<file path="src/rtl/alu_pipeline_core.sv">
// Five-stage RV32I ALU-subset pipeline (IF, ID, EX, M, WB) with parametrised width.
// Define FORWARDING_EN for EX-stage bypassing; otherwise ID interlocks on RAW hazards.
module alu_pipeline_core #(
    parameter int unsigned     XLEN     = 32,
    parameter logic [XLEN-1:0] RESET_PC = '0
) (
    input  logic            clk,
    input  logic            rst,
    output logic [XLEN-1:0] imem_addr,
    input  logic [31:0]     imem_rdata,
    input  logic            stall_in,
    output logic            retire_valid,
    output logic [4:0]      retire_rd,
    output logic [XLEN-1:0] retire_data
);

    typedef enum logic [2:0] {OpAdd, OpSub, OpXor, OpOr, OpAnd} alu_op_e;

    localparam logic [6:0] OpcOp    = 7'b0110011;
    localparam logic [6:0] OpcOpImm = 7'b0010011;

    // Fetch stage
    logic [XLEN-1:0] pc_q, pc_d;
    logic            if_valid_q;
    logic [31:0]     if_instr_q;

    // Decode stage
    logic [6:0]      id_opcode, id_funct7;
    logic [2:0]      id_funct3;
    logic [4:0]      id_rd, id_rs1, id_rs2;
    logic            id_legal, id_valid, id_is_r;
    alu_op_e         id_op;
    logic [XLEN-1:0] id_imm, id_rs1_val, id_rs2_val;
    logic            interlock;

    // Register file
    logic [XLEN-1:0] rf_q [32];
    logic            wb_we;

    // ID/EX
    logic            id_ex_valid_q;
    alu_op_e         id_ex_op_q;
    logic [4:0]      id_ex_rd_q;
    logic [XLEN-1:0] id_ex_a_q, id_ex_b_q;
`ifdef FORWARDING_EN
    logic [4:0]      id_ex_rs1_q, id_ex_rs2_q;
    logic            id_ex_use_rs2_q;
`endif

    // Execute
    logic [XLEN-1:0] ex_a, ex_b, ex_result;

    // EX/M and M/WB
    logic            ex_m_valid_q, m_wb_valid_q;
    logic [4:0]      ex_m_rd_q, m_wb_rd_q;
    logic [XLEN-1:0] ex_m_res_q, m_wb_res_q;

    assign imem_addr = pc_q;
    assign pc_d      = interlock ? pc_q : pc_q + XLEN'(4);

    assign id_opcode = if_instr_q[6:0];
    assign id_rd     = if_instr_q[11:7];
    assign id_funct3 = if_instr_q[14:12];
    assign id_rs1    = if_instr_q[19:15];
    assign id_rs2    = if_instr_q[24:20];
    assign id_funct7 = if_instr_q[31:25];
    assign id_imm    = {{(XLEN-12){if_instr_q[31]}}, if_instr_q[31:20]};

    always_comb begin
        id_legal = 1'b0;
        id_is_r  = 1'b0;
        id_op    = OpAdd;
        if (id_opcode == OpcOp) begin
            id_is_r = 1'b1;
            case (id_funct3)
                3'b000: begin
                    id_legal = (id_funct7 == 7'b0000000) || (id_funct7 == 7'b0100000);
                    id_op    = id_funct7[5] ? OpSub : OpAdd;
                end
                3'b100: begin
                    id_legal = (id_funct7 == 7'b0000000);
                    id_op    = OpXor;
                end
                3'b110: begin
                    id_legal = (id_funct7 == 7'b0000000);
                    id_op    = OpOr;
                end
                3'b111: begin
                    id_legal = (id_funct7 == 7'b0000000);
                    id_op    = OpAnd;
                end
                default: ;
            endcase
        end else if (id_opcode == OpcOpImm) begin
            case (id_funct3)
                3'b000: begin id_legal = 1'b1; id_op = OpAdd; end
                3'b100: begin id_legal = 1'b1; id_op = OpXor; end
                3'b110: begin id_legal = 1'b1; id_op = OpOr;  end
                3'b111: begin id_legal = 1'b1; id_op = OpAnd; end
                default: ;
            endcase
        end
    end

    assign id_valid = if_valid_q && id_legal;

    // WB writes land at the end of the cycle, so ID bypasses them to see the new value.
    assign wb_we = m_wb_valid_q && (m_wb_rd_q != 5'd0) && !stall_in;

    always_comb begin
        id_rs1_val = rf_q[id_rs1];
        id_rs2_val = rf_q[id_rs2];
        if (id_rs1 == 5'd0) begin
            id_rs1_val = '0;
        end else if (wb_we && (m_wb_rd_q == id_rs1)) begin
            id_rs1_val = m_wb_res_q;
        end
        if (id_rs2 == 5'd0) begin
            id_rs2_val = '0;
        end else if (wb_we && (m_wb_rd_q == id_rs2)) begin
            id_rs2_val = m_wb_res_q;
        end
    end

`ifdef FORWARDING_EN
    assign interlock = 1'b0;
`else
    logic rs1_hazard, rs2_hazard;

    // Producers in EX or M are not yet visible to ID; WB is covered by write-through.
    assign rs1_hazard = id_valid && (id_rs1 != 5'd0) &&
                        ((id_ex_valid_q && (id_ex_rd_q == id_rs1)) ||
                         (ex_m_valid_q && (ex_m_rd_q == id_rs1)));
    assign rs2_hazard = id_valid && id_is_r && (id_rs2 != 5'd0) &&
                        ((id_ex_valid_q && (id_ex_rd_q == id_rs2)) ||
                         (ex_m_valid_q && (ex_m_rd_q == id_rs2)));
    assign interlock  = rs1_hazard || rs2_hazard;
`endif

    always_comb begin
        ex_a = id_ex_a_q;
        ex_b = id_ex_b_q;
`ifdef FORWARDING_EN
        if (ex_m_valid_q && (ex_m_rd_q != 5'd0) && (ex_m_rd_q == id_ex_rs1_q)) begin
            ex_a = ex_m_res_q;
        end else if (m_wb_valid_q && (m_wb_rd_q != 5'd0) && (m_wb_rd_q == id_ex_rs1_q)) begin
            ex_a = m_wb_res_q;
        end
        // I-type b holds the immediate and is never bypassed.
        if (id_ex_use_rs2_q) begin
            if (ex_m_valid_q && (ex_m_rd_q != 5'd0) && (ex_m_rd_q == id_ex_rs2_q)) begin
                ex_b = ex_m_res_q;
            end else if (m_wb_valid_q && (m_wb_rd_q != 5'd0) &&
                         (m_wb_rd_q == id_ex_rs2_q)) begin
                ex_b = m_wb_res_q;
            end
        end
`endif
        ex_result = '0;
        case (id_ex_op_q)
            OpAdd:   ex_result = ex_a + ex_b;
            OpSub:   ex_result = ex_a - ex_b;
            OpXor:   ex_result = ex_a ^ ex_b;
            OpOr:    ex_result = ex_a | ex_b;
            OpAnd:   ex_result = ex_a & ex_b;
            default: ex_result = '0;
        endcase
    end

    always_ff @(posedge clk) begin
        if (rst) begin
            pc_q          <= RESET_PC;
            if_valid_q    <= 1'b0;
            if_instr_q    <= '0;
            id_ex_valid_q <= 1'b0;
            id_ex_op_q    <= OpAdd;
            id_ex_rd_q    <= '0;
            id_ex_a_q     <= '0;
            id_ex_b_q     <= '0;
`ifdef FORWARDING_EN
            id_ex_rs1_q     <= '0;
            id_ex_rs2_q     <= '0;
            id_ex_use_rs2_q <= 1'b0;
`endif
            ex_m_valid_q  <= 1'b0;
            ex_m_rd_q     <= '0;
            ex_m_res_q    <= '0;
            m_wb_valid_q  <= 1'b0;
            m_wb_rd_q     <= '0;
            m_wb_res_q    <= '0;
        end else if (!stall_in) begin
            pc_q <= pc_d;
            if (!interlock) begin
                if_valid_q <= 1'b1;
                if_instr_q <= imem_rdata;
            end
            id_ex_valid_q <= id_valid && !interlock;
            id_ex_op_q    <= id_op;
            id_ex_rd_q    <= id_rd;
            id_ex_a_q     <= id_rs1_val;
            id_ex_b_q     <= id_is_r ? id_rs2_val : id_imm;
`ifdef FORWARDING_EN
            id_ex_rs1_q     <= id_rs1;
            id_ex_rs2_q     <= id_rs2;
            id_ex_use_rs2_q <= id_is_r;
`endif
            ex_m_valid_q  <= id_ex_valid_q;
            ex_m_rd_q     <= id_ex_rd_q;
            ex_m_res_q    <= ex_result;
            m_wb_valid_q  <= ex_m_valid_q;
            m_wb_rd_q     <= ex_m_rd_q;
            m_wb_res_q    <= ex_m_res_q;
        end
    end

    always_ff @(posedge clk) begin
        if (rst) begin
            for (int i = 0; i < 32; i++) begin
                rf_q[i] <= '0;
            end
        end else if (wb_we) begin
            rf_q[m_wb_rd_q] <= m_wb_res_q;
        end
    end

    assign retire_valid = m_wb_valid_q && !stall_in;
    assign retire_rd    = retire_valid ? m_wb_rd_q : 5'd0;
    assign retire_data  = retire_valid ? m_wb_res_q : '0;

endmodule
</file>
<file path="config.mk">
export PLATFORM = sky130hd
export DESIGN_NAME = alu_pipeline_core
export DESIGN_NICKNAME = d
export VERILOG_FILES = /design/src/rtl/alu_pipeline_core.sv
export SDC_FILE = /design/constraint.sdc
export NUM_CORES = 2
export LEC_CHECK = 0
export CAP_MARGIN = 20
export CORE_ASPECT_RATIO = 0.8
export CORE_MARGIN = 2
export CORE_UTILIZATION = 35
export DETAILED_ROUTE_END_ITERATION = 12
export PLACE_DENSITY = 0.56
export RECOVER_POWER = 50
export SETUP_SLACK_MARGIN = 0.05
export SLEW_MARGIN = 20
export SYNTH_ARGS = -nofsm -noshare
export SYNTH_HDL_FRONTEND = slang
export SYNTH_SLANG_ARGS = --single-unit
export TNS_END_PERCENT = 50
</file>
<file path="constraint.sdc">
create_clock -name clk -period 12.4 [get_ports clk]
set_clock_uncertainty 0.15 [all_clocks]
set_input_delay 2.48 -clock clk [delete_from_list [all_inputs] [get_ports clk]]
set_output_delay 2.48 -clock clk [all_outputs]
set_load 0.1 [all_outputs]
</file>
### After elaboration in Yosys (flattened, before gate mapping)

Memory sizes are Yosys's and may differ from the RTL's. A register that Yosys moved wholly into a read port is not among the register bits.
Cells that the tools add are included.

* memories kept: 1
* register bits after elaboration: 214
* RAM bits: 1024
* bits of input ports: 35
* output and inout port bits: 70
* logic and storage cells: 103

* $add $sub $neg: 3
* bitwise gates (word level): 5
* reduce and logical (&&, ||, !) cells: 34
* eq/ne operators: 16
* muxes and demuxes: 30

Memories
* rf_q: depth 32, width 32, read ports 2, clocked after Yosys merged registers in 2, write ports 32, RTL line 37 `logic [XLEN-1:0] rf_q [32];`

Operators by type and width (number)
* 2-to-1 mux 32 bit: 7
* one-hot mux 32 bit (5 select lines): 1
* adder 32 x 3 -> 32 bit, second input constant: 1
* adder 32 bit: 1
* bitwise AND 32 bit: 1
* OR 32 bit: 1
* OR reduction 32 bit: 1
* subtractor 32 bit: 1
* XOR 32 bit: 1
* equality test 5 bit: 6
* 2-to-1 mux 5 bit: 6
* logical AND 1 bit: 16
* nonzero test 5 bit: 3
* equality test 7 x 6 -> 1 bit, second input constant: 2
* equality test 3 bit, second input constant: 4
* one-hot mux 3 bit (4 select lines): 1
* 2-to-1 mux 1 bit: 11
* zero test 5 bit: 2
* one-hot mux 3 bit (3 select lines): 1
* equality test 7 x 5 -> 1 bit, second input constant: 1
* zero test 7 bit: 1
* equality test 3 x 2 -> 1 bit, second input constant: 2
* zero test 3 bit: 2
* 2-to-1 mux 3 bit: 2
* 8 further kinds: 13

### Logic depth before layout (Yosys ltp)

* depth in word-level cells: 14
* mapped depth: 17
* gate-level depth less buffers: 17

### Worst setup path after synthesis

No wires, ideal clock.

* path kind: input-to-output
* from: input stall_in
* to: output retire_data[22]
* path slack: 5018 ps
* path buffers: 2
* stages on the path: 4
* data arrival time: 4752 ps
* data required time: 9770 ps
* path through: nor2b_1 > clkbuf_1 > clkbuf_1 > and2_1

* word-level cells in the longest chain between the ends: 3

RTL lines
* start, declared: RTL line 11 `input logic stall_in,`
* zero test 1 bit: RTL line 226 `assign retire_valid = m_wb_valid_q && !stall_in;`
* logical AND 1 bit: RTL line 226
* via retire_valid: RTL line 12 `output logic retire_valid,`
* 2-to-1 mux 32 bit: RTL line 228 `assign retire_data = retire_valid ? m_wb_res_q : '0;`
* end, declared: RTL line 14 `output logic [XLEN-1:0] retire_data`

The timed path passes the listed nets, and every way through them passes these cells.

==> results.json <==
{
  "maxCapViolCount": 37,
  "regToRegSetupSlack_ns": 5.54,
  "core_sq_mm": 0.190,
  "fillers": 17600,
  "grt_first_pass_wirelength_um": 319000,
  "pre_cts_slack_ns": 4.42,
  "drt_first_pass_iters": 5,
  "setup_tns_ns": 0,
  "timing.hold.ws_ns": 0.305,
  "worstMarginPinSlew_ns": 4.10,
  "final.period_utilization_pct": 78.9,
  "cp_max_fo": 62,
  "syn2layout_area_growth_pct": 12.2,
  "cpPeakStageDelay_ns": 2.81,
  "ff2ff_path_depth": 8,
  "rsz0062_at_grt": "no",
  "cp_common_cell": "clkbuf_1",
  "synth_area_per_cell_sq_um": 13.9,
  "die_area_sq_mm": 0.195,
  "post_cts_buffers": 0,
  "grt_pass1_vias": 41500,
  "async_reset_ff_share_pct": 0,
  "ctsRootBufferMaster": "clkbuf_16",
  "netlist_instances": 4837,
  "power.density_mw_per_mm2": 135,
  "routed-via-count": 42700,
  "synth_commonest_cells": "1,033 x and2_1, 1,024 x edfxtp_1, 640 x mux4_2, 381 x clkbuf_1, 222 x dfxtp_1",
  "wirelength_um": 226000,
  "synthesis.area_sq_mm": 0.0672,
  "violations": "capacitance limit, slew limit",
  "detail_route.vias_per_cell": 5.74,
  "portBuffers": 102,
  "ant_nets": 0,
  "hold_viol_final": 0,
  "antenna_found_initial": 26,
  "die_width_um": 494,
  "ys_seq_area_share_pct": 52.4,
  "vdd_ir_drop_max_v": 0.000144,
  "drt_iter0_drc": 6205,
  "end_kind": "flop",
  "clkSinkCount": 1246,
  "path_cells": "clkbuf_1 -> clkbuf_1 -> or2_0 -> buf_4",
  "numCtsBuffers": 140,
  "synth.distinct_cells": 76,
  "wl_per_cell_um": 30.4,
  "synth_edf_count": 1024,
  "place_congestion": 0.898,
  "track_usage_pct": 22.9,
  "slew_headroom_pct": -173,
  "cts_tree": "yes",
  "crit_arrival_ns": 10.06,
  "p_leak_nw": 25.6,
  "report.final.slew_viol_count": 1243,
  "grt_max_degree": 105,
  "fmax_mhz": 102,
  "yosys_warnings": 0,
  "status": "finished with violations",
  "synth.area.top_cells": "edfxtp_1 46%, mux4_2 21%, and2_1 9.6%",
  "fp-row-count": 143,
  "cts_resized": 0,
  "crit_slowest_cell": "clkbuf_1",
  "clk_latency_ns": 0.78,
  "finish.utilization_pct": 39.6,
  "synth.top_cell.area_share_pct": 45.8,
  "grt_overflow": 0,
  "initial_core_util_pct": 35.3,
  "cp_data_required_time_ns": 12.68,
  "ys_ff_latch": 1246,
  "holdCritPathClass": "reg -> reg",
  "cts_hold_buf": 0,
  "yosysMostFrequentCell": "and2_1",
  "drc": 0,
  "cts_max_path_buffers": 3,
  "setup_slack_ns": 2.62,
  "dp.cells": 7174,
  "period_needed_ns": 9.78,
  "holdPathStages": 2,
  "clk_pin_slew_worst_paths_ns": 0.06,
  "layout-drive-gt1-share_pct": 21.1,
  "start_kind": "input pin",
  "synth-main-ff-cell": "edfxtp_1",
  "die_y_um": 396,
  "yosysTopAreaCell": "edfxtp_1",
  "h-tree-depth": 4,
  "top_level_ports": 105,
  "final_cells": 7428,
  "nNetsFinal": 4912,
  "critPathKind": "in -> reg",
  "dpl.hpwl_um": 145000,
  "setup_viol": 0
}
[worst max-delay path, delay by kind of cell]
kind,cells,cell delay [ns]
buffers and inverters,3,5.66
AND/OR/NAND/NOR,1,1.78
[report_power, final]
part	total, mW	switching [mW]	internal, mW
clock	4.19	1.81	2.39
sequential	4.82	0.140	4.68
combinational	1.20	0.726	0.478
total	10.2	2.67	7.54
[state kept, by name (all words and copies together), names as in the netlist, named ones only]
| signal | cells |
|---|---|
| id_ex_valid_q | 1 |
| m_wb_valid_q | 1 |
| if_instr_q | 32 |
| id_ex_op_q | 3 |
| rf_q | 1024 |
| ex_m_valid_q | 1 |
| imem_addr | 30 |
| ex_a | 32 |
| ex_b | 32 |
| m_wb_res_q | 32 |
| if_valid_q | 1 |
| id_ex_rd_q | 5 |
| ex_m_rd_q | 5 |
| ex_m_res_q | 32 |
| m_wb_rd_q | 5 |
[cells in the final DEF (no fill, tap or decap), types with 34 or more instances in the layout]
master              n
xnor2_1            55
o21ai_0           159
clkbuf_16         145
o211ai_1           38
buf_4              93
a221oi_1           45
mux4_2            640
ha_1               97
nor2_1            143
inv_1              97
clkdlybuf4s50_1    70
clkbuf_1           72
a21oi_1           125
mux2i_1           130
edfxtp_1         1024
conb_1             34
and2_0            457
nand2_1           208
dfxtp_1           205
and2_1            576
[cells by family (layout without fill, tap and decap cells)]
logic type | after synthesis | count (layout) | synth area share, %
DFF | 1246 | 1246 | 52.4
and+or+nand+nor | 1595 | 1595 | 13.6
adders and majority gates | 98 | 98 | 1.84
AOI/OAI and AO/OA | 476 | 476 | 4.40
muxes | 775 | 775 | 23.5
xor gates and xnor gates | 86 | 86 | 1.12
buffers and inverters | 560 | 576 | 3.18
other | 1 | 39 | 0.00558
[through the flow]
step	power, mW	area [sq um]
floorplan	5.59	67300
global placement	6.06	71100
detailed placement	6.08	71100
CTS	10.2	75600
global route	10.5	75400
finish	10.2	75400
[final cells by class]
cell class | count | area, sq um | area share, %
diodes | 5 | 12.5 | 0.0166
repair buffers | 230 | 1890 | 2.51
clock buffers | 191 | 3870 | 5.14
flip-flops and latches | 1246 | 35200 | 46.7
clock inverters | 58 | 612 | 0.812
multi-input cells | 3064 | 30200 | 40.1
inverters | 97 | 364 | 0.483
well taps | 2537 | 3170 | 4.21
[path summary, 6_finish.rpt]
| kind | start | end |
|---|---|---|
| hold / removal | if_valid_q | if_valid_q |
| setup / recovery | rst | rf_q[13][19] |
| setup reg to reg | m_wb_valid_q | rf_q[13][19] |
| hold reg to reg | if_valid_q | if_valid_q |
[routing by layer]
layer / track usage [%] / vias to the layer above / wire length (um)
met5: 0.616 / - / 182
met1: 33.2 / 22100 / 96100
met4: 6.20 / 4 / 6450
li1: - / 18100 / -
met2: 32.4 / 2153 / 95600
met3: 7.81 / 258 / 27600
No activity file was read; power rests on OpenSTA's default activity.
